==> config.mk <==
export PLATFORM = sky130hd
export DESIGN_NAME = sockit_input_conditioner
export DESIGN_NICKNAME = d
export VERILOG_FILES = /design/src/rtl/sockit_input_conditioner.sv
export SDC_FILE = /design/constraint.sdc
export NUM_CORES = 1
export LEC_CHECK = 0
export ABC_AREA = 1
export CAP_MARGIN = 20
export CORE_MARGIN = 3
export CORE_UTILIZATION = 50
export CTS_CLUSTER_DIAMETER = 80
export DETAILED_ROUTE_END_ITERATION = 16
export PLACE_DENSITY_LB_ADDON = 0.2
export SYNTH_ARGS = -nofsm -noshare
export SYNTH_HDL_FRONTEND = slang
export SYNTH_SLANG_ARGS = --single-unit
==> constraint.sdc <==
create_clock -name CLOCK_50 -period 2.14 [get_ports CLOCK_50]
set_input_delay 0.214 -clock CLOCK_50 [delete_from_list [all_inputs] [get_ports CLOCK_50]]
set_output_delay 0.214 -clock CLOCK_50 [all_outputs]
set_load 0.01 [all_outputs]
==> src/rtl/sockit_input_conditioner.sv <==
`default_nettype none
// +--------------------------------------------------------------------------+
// | Module  : sockit_input_conditioner                                       |
// | Purpose : synchronise/debounce SW and KEY, make press pulses and a       |
// |           stretched active-low core reset from pushbutton 0.             |
// | Revision: 1.0  initial release                                           |
// +--------------------------------------------------------------------------+
module sockit_input_conditioner #(
  parameter int N_SW      = 18,
  parameter int N_PB      = 4,
  parameter int DB_CYCLES = 500000,
  parameter int RST_HOLD  = 1024,
  parameter int CNT_W     = 20
) (
  input  logic            CLOCK_50,
  input  logic            RESET,
  input  logic [N_SW-1:0] SW,
  input  logic [N_PB-1:0] KEY,
  output logic [N_SW-1:0] SW_DB,
  output logic [N_PB-1:0] PB_DB,
  output logic [N_PB-1:0] PB_PRESS,
  output logic            CORE_RESET_N
);

  localparam int              N_ALL     = N_SW + N_PB;
  localparam logic [CNT_W-1:0] DB_LAST   = CNT_W'(DB_CYCLES - 1);
  localparam logic [CNT_W-1:0] HOLD_LAST = CNT_W'(RST_HOLD - 1);
  localparam logic [CNT_W-1:0] CNT_ONE   = CNT_W'(1);

  localparam logic [0:0] ST_HOLD = 1'b0;
  localparam logic [0:0] ST_RUN  = 1'b1;

  if (DB_CYCLES < 2 || RST_HOLD < 1 ||
      CNT_W < $clog2(DB_CYCLES) || CNT_W < $clog2(RST_HOLD)) begin : g_cnt_w_check
    $error("sockit_input_conditioner: CNT_W too small or DB_CYCLES/RST_HOLD out of range");
  end

  logic [N_SW-1:0]  sw_s1_q, sw_s2_q;
  logic [N_PB-1:0]  key_s1_q, key_s2_q;
  logic [N_ALL-1:0] synced;
  logic [N_ALL-1:0] db_q, db_d;
  logic [CNT_W-1:0] cnt_q [N_ALL];
  logic [CNT_W-1:0] cnt_d [N_ALL];
  logic [N_PB-1:0]  press_q, press_d;
  logic [0:0]       state_q, state_d;
  logic [CNT_W-1:0] hcnt_q, hcnt_d;
  logic             core_reset_n;

  // Buttons become active-high only after the synchroniser.
  assign synced = {~key_s2_q, sw_s2_q};

  always_comb begin
    db_d = db_q;
    for (int i = 0; i < N_ALL; i++) begin
      cnt_d[i] = '0;
      if (synced[i] != db_q[i]) begin
        if (cnt_q[i] == DB_LAST) db_d[i] = synced[i];
        else                     cnt_d[i] = cnt_q[i] + CNT_ONE;
      end
    end
    press_d = db_d[N_ALL-1:N_SW] & ~db_q[N_ALL-1:N_SW];
  end

  always_comb begin
    state_d = state_q;
    hcnt_d  = hcnt_q;
    case (state_q)
      ST_HOLD: begin
        if (db_q[N_SW])               hcnt_d  = '0;
        else if (hcnt_q == HOLD_LAST) state_d = ST_RUN;
        else                          hcnt_d  = hcnt_q + CNT_ONE;
      end
      default: begin
        if (db_q[N_SW]) begin
          state_d = ST_HOLD;
          hcnt_d  = '0;
        end
      end
    endcase
  end

  always_comb begin
    core_reset_n = (state_q == ST_RUN);
  end

  always_ff @(posedge CLOCK_50) begin
    if (RESET) begin
      sw_s1_q  <= '0;
      sw_s2_q  <= '0;
      key_s1_q <= '1;
      key_s2_q <= '1;
      db_q     <= '0;
      press_q  <= '0;
      for (int i = 0; i < N_ALL; i++) cnt_q[i] <= '0;
      state_q  <= ST_HOLD;
      hcnt_q   <= '0;
    end else begin
      sw_s1_q  <= SW;
      sw_s2_q  <= sw_s1_q;
      key_s1_q <= KEY;
      key_s2_q <= key_s1_q;
      db_q     <= db_d;
      press_q  <= press_d;
      for (int i = 0; i < N_ALL; i++) cnt_q[i] <= cnt_d[i];
      state_q  <= state_d;
      hcnt_q   <= hcnt_d;
    end
  end

  assign SW_DB        = db_q[N_SW-1:0];
  assign PB_DB        = db_q[N_ALL-1:N_SW];
  assign PB_PRESS     = press_q;
  assign CORE_RESET_N = core_reset_n;

endmodule
`default_nettype wire

## After elaboration in Yosys (flattened, before gate mapping)

Memory sizes are Yosys's and may differ from the RTL's.
Cells that the tools add are included.
W data, S select, Z words.

| word-level totals | value |
|---|---|
| bits in registers | 91 |
| memory bits (writable) | 440 |
| input port bits | 24 |
| output and inout port bits | 27 |
| word-level logic and storage cells | 226 |
| memories kept | 1 |

Memory list:

| name | depth | bits a word | rd ports | clocked after memory_dff | write ports | RTL line | text |
|---|---|---|---|---|---|---|---|
| cnt_q | 22 | 20 | 22 | 0 | 22 | 42 | `logic [CNT_W-1:0] cnt_q [N_ALL];` |

| cells by class | value |
|---|---|
| add/subtract/negate cells | 23 |
| eq/ne operators | 47 |
| muxes and demuxes | 85 |
| bitwise operators | 25 |
| reduce and logical (&&, ||, !) cells | 19 |

Operators by type and width:

| kind | number |
|---|---|
| $mux W20 | 70 |
| $add A20 B1 Y20 const B | 23 |
| $eq A20 B19 Y1 const B | 22 |
| $reduce_and A2 Y1 | 19 |
| $ne A1 B1 Y1 | 22 |
| $or A1 B1 Y1 | 22 |
| $eq A20 B10 Y1 const B | 1 |
| $mux W1 | 15 |
| $not A4 Y4 | 2 |
| $and A4 B4 Y4 | 1 |
| $ne A2 B2 Y1 const B | 2 |

## Depth between registers and ports, before layout

Gate-level depths: netlist of the first run.

| logic depth | value |
|---|---|
| depth in word-level cells | 4 |
| gate-level depth with buffers | 11 |
| mapped depth without buffers | 11 |

## Worst setup path before layout of the first run

No wires, ideal clock.

| timing path | value |
|---|---|
| path kind | register to register |
| start | memory cnt_q[15][0], in the netlist cnt_q[1][140] |
| end | memory cnt_q[15][15], in the netlist cnt_q[1][155] |
| setup time | 114 ps |
| arrival | 1460 ps |
| required time | 2026 ps |
| setup slack | 565 ps |
| stages on the path, launching flop included | 10 |
| buffers on the path | 1 |
| clock period less this slack | 1575 ps |
| cells stage by stage | dfxtp_1 -> ha_1 -> nand2_1 -> nor2_1 -> inv_1 -> nor3_2 -> nand3_2 -> nand2_4 -> buf_6 -> nor2_1 |

RTL lines:

| item | RTL line |
|---|---|
| from (decl) | 42 |

## Final worst setup path of the first run

| timing path | value |
|---|---|
| start | register state_q, in the netlist CORE_RESET_N |
| end | output CORE_RESET_N |

RTL lines:

| item | RTL line | text |
|---|---|---|
| from (decl) | 45 | `logic [0:0] state_q, state_d;` |
| from (signal assigned) | 105 | `state_q <= state_d;` |
| to (decl) | 22 | `output logic CORE_RESET_N` |

No word-level cell between the ends.

==> out/qor.csv, run 1 <==
metric,value,unit
outcome,"complete, no violations",
area of the core,0.0503,mm²
synthesized area,0.0256,mm²
post-DR vias/cell,4.94,
Yosys reg bits,531,
crit end category,output pin,
DIE AREA,0.0539,mm²
number of global-route vias before repair,20100,
Tmin final,1910,ps
Post-Syn Nets,3713,
proportion of synthesized area in mux cells,0,%
Num CTS Buffers,58,
layout cells sized above 1,5.91,%
GP Congestion,0.867,
Max Slew Vio Count,0,
final clock skew,14.1,ps
Peak Freq,523,MHz
IO Port Bufs,50,
DRT iter0 DRCs,1333,
largest net degree at the start of global routing,49,
design area,0.0289,mm²
RR Endpoint,cnt_q[2][54]$_SDFF_PP0_,
die width,232,µm
crit path DAT,1700,ps
crit path cell chain,clkdlybuf4s50_1,
FF-to-FF path depth,8,
H-tree depth,2,
pwr dens,718,mW/mm²
hold depth,3,
Area Overhead vs Synth,13.0,%
Routed WL,51200,µm
grt ovf,0,
Vias,22100,
antenna cells,0,
sequential cell area,0.0106,mm²
Starting Density,50.8,%
"EDFF count, synth",0,
"Clk Latency, worst-skew pair",610,ps
io pins,51,
XOR/XNOR share of the synthesized area,6.65,%
period utilisation layout,89.4,%
sequential area share after synthesis,41.6,%
CP max-delay cell,clkdlybuf4s50_1,
Hold Slack,113,ps
hold endpoint,sw_s1_q[7]$_SDFF_PP0_,
count of cell types in the netlist,41,
DP Wirelength,36500,µm
drt drc,0,
Synth warnings,0,
Hold Crit Class,input pin to flop,
ys async rst share,0,%
Slew @ Worst Pin,550,ps
gr usage total,19.0,%
Avg Inst Size Synth,6.97,µm²
Multi-input gate area,0.0128,mm²
crit path buf inv count,1,
Leakage,0.00995,µW
worst hold start,SW[7],
Hold Fails Final Rpt,0,
r2r setup slk,270,ps
Mapped Cells,3666,
NumNets Final,3806,
Post-Layout Cell Count,4477,
initial antenna violation count,0,
Setup TNS Final,0,ps
kind of critical path,flop to output pin,
FF-to-FF Start,cnt_q[2][40]$_SDFF_PP0_,
root buf cell,clkbuf_16,
Placed Cells,4370,
total of max-cap violations,0,
deepest clock path buffer count,3,
TritonCTS clock tree,built,
largest stage delay on the critical path,620,ps
Slew HR,63.0,%
RSZ-0062 raised after global routing,false,
largest family of logic cells by synthesized area,simple AND/OR/NAND/NOR gates,
CP top delay family,buffers and inverters,
DRT Pass-1 Iters,7,
clock slew at reported path FFs,60,ps
top_reg_cell synth,dfxtp_1,
CTS Sinks,531,
Fillers,4951,
first-pass GRT wire length,89500,µm
Synth Area in Compound Gates,4.86,%
Final setup viols,0,
Synth Area in Simple Gates,37.3,%
Post-Synth Adder-Cell Area,1.13,%
row cnt,82,
VDD IR max,639,µV
CP max FO,6,
Final ANT Viol Nets,0,
"Cell Area, Placed",0.0268,mm²
Die Span Y,232,µm
routed len/inst,11.4,µm
Critical Path RT,1930,ps
CP Launch Type,flop,
[final cells by class]
cell class,instances,share of cell area (%)
tap,672,2.91
clock buffer,80,5.70
clock inverter,26,1.33
timing repair buffer,74,2.44
sequential,531,36.8
multi-input combinational,2586,44.2
inverter,508,6.61
[worst max path at each step]
stage,cells past startpoint,slack [ps],from,to
finish,1,230,CORE_RESET_N$_SDFF_PP0_,CORE_RESET_N
global route,8,70,cnt_q[2][40]$_SDFF_PP0_,cnt_q[2][54]$_SDFF_PP0_
CTS,1,180,CORE_RESET_N$_SDFF_PP0_,CORE_RESET_N
detailed placement,8,300,cnt_q[2][40]$_SDFF_PP0_,cnt_q[2][54]$_SDFF_PP0_
global placement,10,340,cnt_q[1][100]$_SDFF_PP0_,cnt_q[1][116]$_SDFF_PP0_
floorplan,9,570,cnt_q[1][140]$_SDFF_PP0_,cnt_q[1][155]$_SDFF_PP0_
[synthesized netlist by cell type (all sizes together) (15+ instances only)]
cell	number	area (µm²)
nand2	742	2850
nor2	713	2790
dfxtp	531	10600
inv	508	1910
nand3	223	1150
nor3	211	1140
a21oi	148	741
nand4	146	913
xor2	145	1270
o21ai	61	305
xnor2	49	429
buf	36	246
nand3b	32	240
or2	30	188
ha	23	288
nor4	16	106
a31oi	15	93.8
nor3b	15	113
[registers in the layout, indices dropped and copies added (netlist names)]
name / cells
CORE_RESET_N: 1
PB_PRESS: 4
cnt_q: 440
db_q: 22
hcnt_q: 20
key_s1_q: 4
key_s2_q: 4
sw_s1_q: 18
sw_s2_q: 18
[cells by family (layout without fill, tap and decap cells)]
logic type / count (synthesis) / count (layout)
compound gates: 236 / 236
flops: 531 / 531
simple gates: 2133 / 2133
buf+inv: 549 / 688
fa+ha+maj: 23 / 23
xor+xnor: 194 / 194
[routing by layer]
metal / part of all wire, % / global-route usage [%]
met2: 44 / 31.0
met4: 1.9 / 4.73
met3: 3.7 / 3.37
met5: 0 / 0
met1: 51 / 26.0
[where the power goes]
part           leakage, µW  total (µW)  switching (µW)  internal, µW
sequential         0.00429        9980            33.9          9940
clock             0.000990       10500            4040          6440
combinational      0.00468         274             167           108
total              0.00995       20700            4240         16500
[placed cells by master (no fill, tap or decap), types with 49 or more instances in the layout]
cell               n
nand4_1          146
clkdlybuf4s50_1   49
xor2_1           145
clkbuf_16         58
o21ai_0           60
inv_1            502
a21oi_1          148
nand2_1          724
xnor2_1           49
nor2_1           684
nand3_1          217
dfxtp_1          531
nor3_1           196
[through the flow]
stage / util, % / setup WS, ps / total power, µW
5_1_grt: 57.4 / 74.0 / 21500
3_3_place_gp: 53.4 / 337 / 10500
2_1_floorplan: - / 565 / 10400
3_5_place_dp: 53.4 / 299 / 10500
6_report: 57.4 / 227 / 20700
4_1_cts: 57.4 / 179 / 21000
[what timing repair did]
| item | CTS | global route |
|---|---|---|
| hold buffers | 1 | 0 |
| setup buffers | 0 | 0 |
| hold endpoints to repair | 3 | 0 |
| resized for setup | 0 | 0 |
No activity file was read; power rests on OpenSTA's default activity.
==> run 2: changes to the inputs <==
--- a/config.mk
+++ b/config.mk
@@ -6,6 +6,7 @@
 export NUM_CORES = 1
 export LEC_CHECK = 0
 export ABC_AREA = 1
+export ABC_CLOCK_PERIOD_IN_PS = 2300
 export CAP_MARGIN = 20
 export CORE_MARGIN = 3
 export CORE_UTILIZATION = 50
==> constraint.sdc (replaced) <==
create_clock -name CLOCK_50 -period 2.3 [get_ports CLOCK_50]
set_input_delay 0.23 -clock CLOCK_50 [delete_from_list [all_inputs] [get_ports CLOCK_50]]
set_output_delay 0.23 -clock CLOCK_50 [all_outputs]
set_load 0.01 [all_outputs]
==> run 2 against run 1 <==
Compared with the run above: global-route usage down 0.43 points; flip-flop and latch count unchanged; non-clock buffer count fell by 3; clock power decreased by 11%; via count fell by 1.3%; combinational power down 6%; largest cell class unchanged.
==> out/qor.csv, run 2 (same netlist as run 1, synthesis figures left out) <==
metric,value,unit,change
first-pass GRT wire length,87400,µm,-2.4%
Max Slew Vio Count,0,,unchanged
CP top delay family,buffers and inverters,,
Design Power,18900,µW,-8.7%
Largest register FFs,440,,unchanged
Peak Freq,528,MHz,
CP max-delay cell,clkdlybuf4s50_1,,
number of global-route vias before repair,19600,,-2.5%
Post-Route Utilization,57.2,%,-0.21 points
antenna cells,0,,unchanged
# Post-CTS Setup Buffers,0,,unchanged
DP Wirelength,36000,µm,-1.2%
IO Port Bufs,50,,unchanged
kind of critical path,flop to output pin,,
Leakage,0.00990,µW,-0.49%
DRT iter0 DRCs,1330,,-0.23%
"Clk Latency, worst-skew pair",600,ps,about the same
Final setup viols,0,,unchanged
most frequent cells in the layout,"724 x nand2_1, 684 x nor2_1, 531 x dfxtp_1, 502 x inv_1, 217 x nand3_1",,
Final ANT Viol Nets,0,,unchanged
CP Launch Type,flop,,
crit path cell chain,clkdlybuf4s50_1,,
Slew @ Worst Pin,571,ps,+21.3 ps
Num CTS Buffers,58,,unchanged
Die Span Y,232,µm,unchanged
Area Overhead vs Synth,12.5,%,
DRT Pass-1 Iters,5,,-2
pwr dens,658,mW/mm²,-8.4%
"commonest non-fill, non-tap cell in the layout",nand2_1,,
largest net degree at the start of global routing,35,,-29%
Hold Fails Final Rpt,0,,unchanged
area of the core,0.0503,mm²,unchanged
CTS Hold Bufs,0,,-1
outcome,"complete, no violations",,
io pins,51,,unchanged
period utilisation layout,82.3,%,
clock slew at reported path FFs,60,ps,about the same
Slew HR,61.8,%,-1.2 points
gr usage total,18.5,%,-0.43 points
Tmin final,1890,ps,
die width,232,µm,unchanged
largest stage delay on the critical path,600,ps,-20 ps
total of max-cap violations,0,,unchanged
H-tree depth,2,,unchanged
row cnt,82,,unchanged
Hold Crit Class,input pin to flop,,
Placed Cells,4368,,-0.046%
crit path DAT,1660,ps,-40 ps
Reg with most FFs,cnt_q,,
biggest regs,"cnt_q: 440 flops, db_q: 22 flops, hcnt_q: 20 flops",,
final clock skew,17.8,ps,+3.70 ps
drt drc,0,,unchanged
NumNets Final,3803,,-0.079%
grt ovf,0,,unchanged
crit end category,output pin,,
RSZ-0062 raised after global routing,false,,
CTS Sinks,531,,unchanged
deepest clock path buffer count,3,,unchanged
Starting Density,50.8,%,unchanged
CTS resizes,0,,unchanged
Setup TNS Final,0,ps,unchanged
routed len/inst,11.2,µm,-1.7%
TritonCTS clock tree,built,,
GP Congestion,0.870,,+0.38%
Vias,21800,,-1.3%
Routed WL,50300,µm,-1.8%
CP max FO,4,,-2
Critical Path RT,2070,ps,+140 ps
Post-Layout Cell Count,4473,,-0.089%
post-DR vias/cell,4.88,,-1.2%
root buf cell,clkbuf_16,,
crit path buf inv count,1,,unchanged
initial antenna violation count,0,,unchanged
DIE AREA,0.0539,mm²,unchanged
VDD IR max,532,µV,-17%
layout cells sized above 1,5.81,%,-0.099 points
==> run 2: cell types whose count changed in the layout (fill, tap and decap cells not counted), sizes merged <==
cell	before	now
clkbuf	80	81
buf	24	22
clkinv	11	12
bufinv	9	6
dlygate4sd3	1	0
==> run 2: power breakdown <==
group / internal (µW) / total, µW / switching, µW
clock network: 5680 / 9380 / 3700
registers: 9250 / 9280 / 30.9
logic: 101 / 258 / 157
total: 15000 / 18900 / 3890
==> run 2: final cells by class <==
cell class	instances	area, µm²
inverters	508	1910
repair buffers	71	681
clock inverters	24	288
multi-input cells	2586	12800
flip-flops and latches	531	10600
clock buffers	81	1660
fillers	4859	21500
well taps	672	841
==> run 2: stage by stage <==
step,hold slack [ps],worst slack (ps),cell area [µm²]
finish,105,407,28800
global route,84.9,218,28800
CTS,56.2,360,28800
detailed placement,392,477,26800
global placement,389,513,26800
floorplan,334,725,25600
==> run 2: worst paths after layout <==
path | start | endpoint | slack, ps | cells after the start
setup / recovery | db_q[18]$_SDFF_PP0_ | PB_DB[0] | 410 | 1
setup reg to reg | cnt_q[2][40]$_SDFF_PP0_ | cnt_q[2][50]$_SDFF_PP0_ | 470 | 8
hold reg to reg | sw_s1_q[0]$_SDFF_PP0_ | sw_s2_q[0]$_SDFF_PP0_ | 400 | 2
hold / removal | RESET | sw_s2_q[14]$_SDFF_PP0_ | 110 | 3
==> run 2: tightest hold or removal path, delay by kind of cell <==
family                 cells  cell delay (ps)
AND/OR/NAND/NOR            1              110
buffers and inverters      2              310
==> run 2: routing by layer <==
metal	vias to the layer above	track usage, %	wire length, µm
li1	11900	-	-
met1	9592	25.6	25600
met2	282	30.3	21800
met3	81	2.63	1750
met4	0	5.38	1050
met5	-	0	0
